**src/rtl/imm_pkg.sv**
```systemverilog
// Shared types for the immediate-decode stage: format codes, opcodes, stored entry.
package imm_pkg;

    typedef enum logic [2:0] {
        FMT_NONE = 3'd0,
        FMT_I    = 3'd1,
        FMT_S    = 3'd2,
        FMT_B    = 3'd3,
        FMT_U    = 3'd4,
        FMT_J    = 3'd5,
        FMT_Z    = 3'd6
    } fmt_e;

    localparam logic [6:0] OP_LOAD   = 7'b0000011;
    localparam logic [6:0] OP_IMM    = 7'b0010011;
    localparam logic [6:0] OP_JALR   = 7'b1100111;
    localparam logic [6:0] OP_IMM32  = 7'b0011011;
    localparam logic [6:0] OP_STORE  = 7'b0100011;
    localparam logic [6:0] OP_BRANCH = 7'b1100011;
    localparam logic [6:0] OP_LUI    = 7'b0110111;
    localparam logic [6:0] OP_AUIPC  = 7'b0010111;
    localparam logic [6:0] OP_JAL    = 7'b1101111;
    localparam logic [6:0] OP_OP     = 7'b0110011;
    localparam logic [6:0] OP_FENCE  = 7'b0001111;
    localparam logic [6:0] OP_SYSTEM = 7'b1110011;
    localparam logic [6:0] OP_OP32   = 7'b0111011;

    // Entries are stored at the widest legal XLEN; narrower builds zero-extend.
    localparam int XLEN_MAX = 64;

    typedef struct packed {
        logic [31:0]         instr;
        logic [XLEN_MAX-1:0] pc;
        logic [XLEN_MAX-1:0] imm;
        fmt_e                fmt;
        logic [XLEN_MAX-1:0] target;
        logic                illegal;
    } entry_t;

endpackage

```
**src/rtl/imm_decode_stage_extract.sv**
```systemverilog
// Purpose: combinational decode of one instruction to {imm, fmt, target, illegal}; IMM_DECODE_ZICSR_EN adds format Z.
// Latency: none (pure combinational).
// Backpressure: none; the caller owns all handshaking.
module imm_extract
    import imm_pkg::*;
#(
    parameter int XLEN = 32
) (
    input  logic [31:0]     instr,
    input  logic [XLEN-1:0] pc,
    output logic [XLEN-1:0] imm,
    output fmt_e            fmt,
    output logic [XLEN-1:0] target,
    output logic            illegal
);

    always_comb begin
        fmt     = FMT_NONE;
        illegal = 1'b0;
        imm     = '0;
        target  = '0;

        if (instr[1:0] != 2'b11) begin
            illegal = 1'b1;
        end else begin
            case (instr[6:0])
                OP_LOAD, OP_IMM, OP_JALR: fmt = FMT_I;
                OP_IMM32:                 if (XLEN == 64) fmt = FMT_I; else illegal = 1'b1;
                OP_STORE:                 fmt = FMT_S;
                OP_BRANCH:                fmt = FMT_B;
                OP_LUI, OP_AUIPC:         fmt = FMT_U;
                OP_JAL:                   fmt = FMT_J;
                OP_OP, OP_FENCE:          fmt = FMT_NONE;
                OP_OP32:                  if (XLEN != 64) illegal = 1'b1;
                OP_SYSTEM: begin
`ifdef IMM_DECODE_ZICSR_EN
                    if (instr[14:12] != 3'b000) fmt = FMT_Z;
`else
                    fmt = FMT_NONE;
`endif
                end
                default:                  illegal = 1'b1;
            endcase
        end

        case (fmt)
            FMT_I: imm = XLEN'($signed(instr[31:20]));
            FMT_S: imm = XLEN'($signed({instr[31:25], instr[11:7]}));
            FMT_B: imm = XLEN'($signed({instr[31], instr[7], instr[30:25], instr[11:8], 1'b0}));
            FMT_U: imm = XLEN'($signed({instr[31:12], 12'b0}));
            FMT_J: imm = XLEN'($signed({instr[31], instr[19:12], instr[20], instr[30:21], 1'b0}));
            // funct3[2] selects the 5-bit zimm form over the CSR address.
            FMT_Z: imm = instr[14] ? XLEN'(instr[19:15]) : XLEN'(instr[31:20]);
            default: imm = '0;
        endcase

        // JALR needs rs1, so only pc-relative forms get a target.
        if (fmt == FMT_B || fmt == FMT_J || (fmt == FMT_U && instr[6:0] == OP_AUIPC)) begin
            target = pc + imm;
        end
    end

endmodule

```
**src/rtl/imm_decode_stage.sv**
```systemverilog
// Purpose: registered immediate-decode stage with a 2-entry skid buffer (M drives outputs, K holds overflow).
// Latency: 1 cycle from accept to out_valid; 1 entry/cycle while out_ready is high.
// Backpressure: in_ready drops only when K is full; it never depends combinationally on out_ready.
module imm_decode_stage
    import imm_pkg::*;
#(
    parameter int XLEN = 32
) (
    input  logic            clk,
    input  logic            rst_n,
    input  logic            flush,
    input  logic            in_valid,
    output logic            in_ready,
    input  logic [31:0]     in_instr,
    input  logic [XLEN-1:0] in_pc,
    output logic            out_valid,
    input  logic            out_ready,
    output logic [31:0]     out_instr,
    output logic [XLEN-1:0] out_pc,
    output logic [XLEN-1:0] out_imm,
    output logic [2:0]      out_fmt,
    output logic [XLEN-1:0] out_target,
    output logic            out_illegal
);

    logic [XLEN-1:0] dec_imm;
    logic [XLEN-1:0] dec_target;
    fmt_e            dec_fmt;
    logic            dec_illegal;
    entry_t          in_entry;

    entry_t m_q, m_d, k_q, k_d;
    logic   m_vld_q, m_vld_d, k_vld_q, k_vld_d;
    logic   accept, drain;

    imm_extract #(.XLEN(XLEN)) u_extract (
        .instr   (in_instr),
        .pc      (in_pc),
        .imm     (dec_imm),
        .fmt     (dec_fmt),
        .target  (dec_target),
        .illegal (dec_illegal)
    );

    always_comb begin
        in_entry         = '0;
        in_entry.instr   = in_instr;
        in_entry.pc      = XLEN_MAX'(in_pc);
        in_entry.imm     = XLEN_MAX'(dec_imm);
        in_entry.fmt     = dec_fmt;
        in_entry.target  = XLEN_MAX'(dec_target);
        in_entry.illegal = dec_illegal;
    end

    assign in_ready = rst_n && !flush && !k_vld_q;
    assign accept   = in_valid && in_ready;
    assign drain    = m_vld_q && out_ready;

    always_comb begin
        m_d     = m_q;
        k_d     = k_q;
        m_vld_d = m_vld_q;
        k_vld_d = k_vld_q;

        if (flush) begin
            m_vld_d = 1'b0;
            k_vld_d = 1'b0;
        end else if (drain && k_vld_q) begin
            // accept is impossible here: in_ready is low whenever K is full.
            m_d     = k_q;
            k_vld_d = 1'b0;
        end else if (drain) begin
            m_vld_d = accept;
            if (accept) m_d = in_entry;
        end else if (accept) begin
            if (!m_vld_q) begin
                m_d     = in_entry;
                m_vld_d = 1'b1;
            end else begin
                k_d     = in_entry;
                k_vld_d = 1'b1;
            end
        end
    end

    always_ff @(posedge clk) begin
        if (!rst_n) begin
            m_q     <= '0;
            k_q     <= '0;
            m_vld_q <= 1'b0;
            k_vld_q <= 1'b0;
        end else begin
            m_q     <= m_d;
            k_q     <= k_d;
            m_vld_q <= m_vld_d;
            k_vld_q <= k_vld_d;
        end
    end

    assign out_valid   = m_vld_q;
    assign out_instr   = m_q.instr;
    assign out_pc      = m_q.pc[XLEN-1:0];
    assign out_imm     = m_q.imm[XLEN-1:0];
    assign out_fmt     = m_q.fmt;
    assign out_target  = m_q.target[XLEN-1:0];
    assign out_illegal = m_q.illegal;

endmodule

```
**config.mk**
```make
export PLATFORM = sky130hd
export DESIGN_NAME = imm_decode_stage
export DESIGN_NICKNAME = d
export VERILOG_FILES = /design/src/rtl/imm_pkg.sv /design/src/rtl/imm_decode_stage_extract.sv /design/src/rtl/imm_decode_stage.sv
export SDC_FILE = /design/constraint.sdc
export NUM_CORES = 1
export LEC_CHECK = 0
export BUFFER_PORTS_ARGS = -buffer_cell sky130_fd_sc_hd__buf_4
export CORE_ASPECT_RATIO = 1.75
export CORE_MARGIN = 5
export CORE_UTILIZATION = 35
export DETAILED_ROUTE_END_ITERATION = 7
export REMOVE_ABC_BUFFERS = 1
export SYNTH_ARGS = -nofsm -noshare
export SYNTH_HDL_FRONTEND = slang
export SYNTH_SLANG_ARGS = --single-unit
```
**constraint.sdc**
```tcl
create_clock -name clk -period 5.15 [get_ports clk]
set_input_delay 0.2575 -clock clk [delete_from_list [all_inputs] [get_ports clk]]
set_output_delay 0.2575 -clock clk [all_outputs]
set_load 0.01 [all_outputs]
```
==> results.ini <==
[sta]
post-route-min-period_ps = 4320
hold_viol_final = 0
tns_ps = 0
holdWs_ps = 19.8
rsz0062_at_grt = false
worst-slew-pin-transition_ps = 1180
relSlewSlack_pct = 20.9
setup_viol = 0
drv_slew = 0
fin_skew_ps = 10.4
max_freq_mhz = 231
period_share_pct = 84.0

[placement]
io_buffers = 202
hpwl_um = 27000
routabilityCongestion = 0.867
place_area_um2 = 14300

[detailed_routing]
vias_per_cell = 5.23
detail_route.iter0.violations = 665
dr.pass1.iters = 6
wl_per_cell_um = 17.5
vias = 12000
wl_um = 40200
detail_route.drc_violations = 0
ant_nets = 0

[setup_path]
endpoint_kind = flip-flop
rrSetupSlack_ps = 2530
worst_ep_required_time_ps = 5560
rr_startpoint = k_vld_q
crit_end = out_target[28]
reg2reg_depth = 7
path_max_fanout = 9
r2r-end = k_q[77]
crit_type = input port to flip-flop
crit_start = in_instr[1]
critPathLaunchType = input port
arrival_ps = 4730

[synthesis]
yosysUniqueCellTypes = 76
synth-main-ff-cell = dfxtp_1
avgSynthCellArea_um2 = 7.71
ys_seq_elements = 266
synthArstFlopShare_pct = 0
synth_edf_count = 0
yosysSeqAreaShare_pct = 42.3
syn_inst = 1631
synthesis.yosys.warnings = 0
synthesis.area_um2 = 12600

[global_route]
grt_pass1_vias = 11400
grt_first_pass_wirelength_um = 63000
grt_max_degree = 135
grt_usage_pct = 19.2
grt_overflow = 0
grt_antenna_before_repair = 1

[clock_tree]
cts.clk_slew.worst_paths_ps = 70
cts_tree = done
h-tree-depth = 1
cts_buffer_depth = 3
clk_latency_ps = 550
cts_inserted_buffers = 27
cts.repair.resized = 0
clock-root-buffer = clkbuf_16
cts.sinks = 266

[power]
power.density_nw_per_um2 = 315
power_w = 0.00506
ir_worst_vdd_uv = 216
leakage_nw = 6.51

[cells_and_area]
area_growth_syn_to_layout_pct = 27.7
layout-drive-gt1-share_pct = 17.1
final_util_pct = 44.9
final_common_cell = nand2_1
final_cell_mix = nand2_1 (360), dfxtp_1 (266), nor2_1 (225), buf_4 (215), a21oi_1 (173)
final_nets = 1908
stdcell_area_um2 = 16100

[floorplanning]
rows = 92
start_util_pct = 35.1
core_um2 = 35800
die_x_um = 153
die_area_um2 = 40000
die_y_um = 261
io_pins = 203

[worst_hold_path]
hold_class = input port to flip-flop

[run_status]
status = finished clean

[flow_run]
drv_cap = 0

==> power breakdown <==
part | switching, W | internal (W)
clock network | 0.000871 | 0.00158
registers | 0.0000259 | 0.00210
logic | 0.000270 | 0.000206
total | 0.00117 | 0.00389
==> worst max-delay path, stage by stage <==
cell,delay (ps)
dlygate4sd3_1,530
buf_4,120
nand2_1,230
or4_1,660
and3_1,220
a21oi_1,250
inv_1,140
fa_1,470
a211oi_2,220
o21bai_2,140
o31ai_2,260
a21o_1,240
a211oi_2,110
or2_4,250
a311o_1,370
a32oi_1,200
a21oi_1,90
==> area by class of cell <==
cell class,instances,area [µm²]
fillers,3520,19700
multi-input cells,1194,6600
flip-flops and latches,266,5330
repair buffers,278,2270
clock buffers,32,744
well taps,470,588
clock inverters,17,372
inverters,40,158
diodes,1,2.50
==> cells in the mapped netlist (5+ instances only) <==
library cell	n	area, µm²
inv_1	39	146
xnor2_1	12	105
a21o_1	11	82.6
nand2_1	360	1350
o21a_1	5	37.5
a211oi_1	51	383
o21ai_1	8	40.0
clkbuf_1	102	383
a21o_2	6	52.6
o211ai_1	11	82.6
a31oi_1	8	50.1
nor3_1	15	75.1
a22oi_1	6	45.0
or3_1	5	31.3
xor2_1	12	105
nand3_1	27	135
a221oi_1	9	78.8
a311oi_1	77	674
buf_1	11	41.3
ha_1	31	388
nand2b_1	8	50.1
nand3b_1	5	37.5
a21oi_1	174	871
a211oi_2	6	75.1
nor2_1	225	845
dfxtp_1	266	5330
a32o_1	5	50.1
a21oi_2	9	78.8
and3_1	10	62.6
buf_2	12	60.1
o21ai_0	40	200
==> worst min-delay path by stage <==
stage / start / end / slack, ps / cells past startpoint
2_1_floorplan: rst_n / out_target[11] / 390 / 2
3_3_place_gp: k_q[19] / k_q[19] / 440 / 2
3_5_place_dp: k_q[157] / k_q[157] / 450 / 2
4_1_cts: in_pc[1] / k_q[133] / 3 / 3
5_1_grt: in_pc[1] / k_q[133] / 7 / 3
6_report: in_instr[31] / k_q[227] / 20 / 3
==> flip-flops by register name (all words and copies together) (netlist names) <==
register and cells:
out_valid 1, out_instr 32, out_pc 32, k_q 132, out_imm 32, out_target 32
out_fmt 3, k_vld_q 1, out_illegal 1
==> stage by stage <==
step           std cells  setup slack, ps
2_1_floorplan       1500            -5890
3_3_place_gp        2188              860
3_5_place_dp        2188              824
4_1_cts             2297              831
5_1_grt             2297              551
6_report            2298              827
==> repair_timing <==
action | 4_1_cts | 5_1_grt
hold endpoints to repair | 82 | 0
hold buffers | 60 | 0
buffers inserted | 0 | 0
==> layer usage <==
layer	vias to the layer above	wire, µm	global-route usage (%)
li1	6008	-	-
met1	5648	16000	22.4
met2	291	20800	35.0
met3	78	1860	2.75
met4	0	1570	7.63
met5	-	0	0
==> cell families (layout without fill, tap and decap cells) <==
family	Yosys count	in the layout	share of synthesized area, %
other	0	1	0
flip-flops	266	266	42.3
AO/OA/AOI/OAI	452	452	24.7
buffers and inverters	171	367	5.50
adder cells (fa/ha/maj)	32	32	3.24
XOR/XNOR	24	24	1.67
AND/OR/NAND/NOR	685	685	22.5
multiplexers	1	1	0.0796
Note: power is estimated with default switching activity, not from simulation.
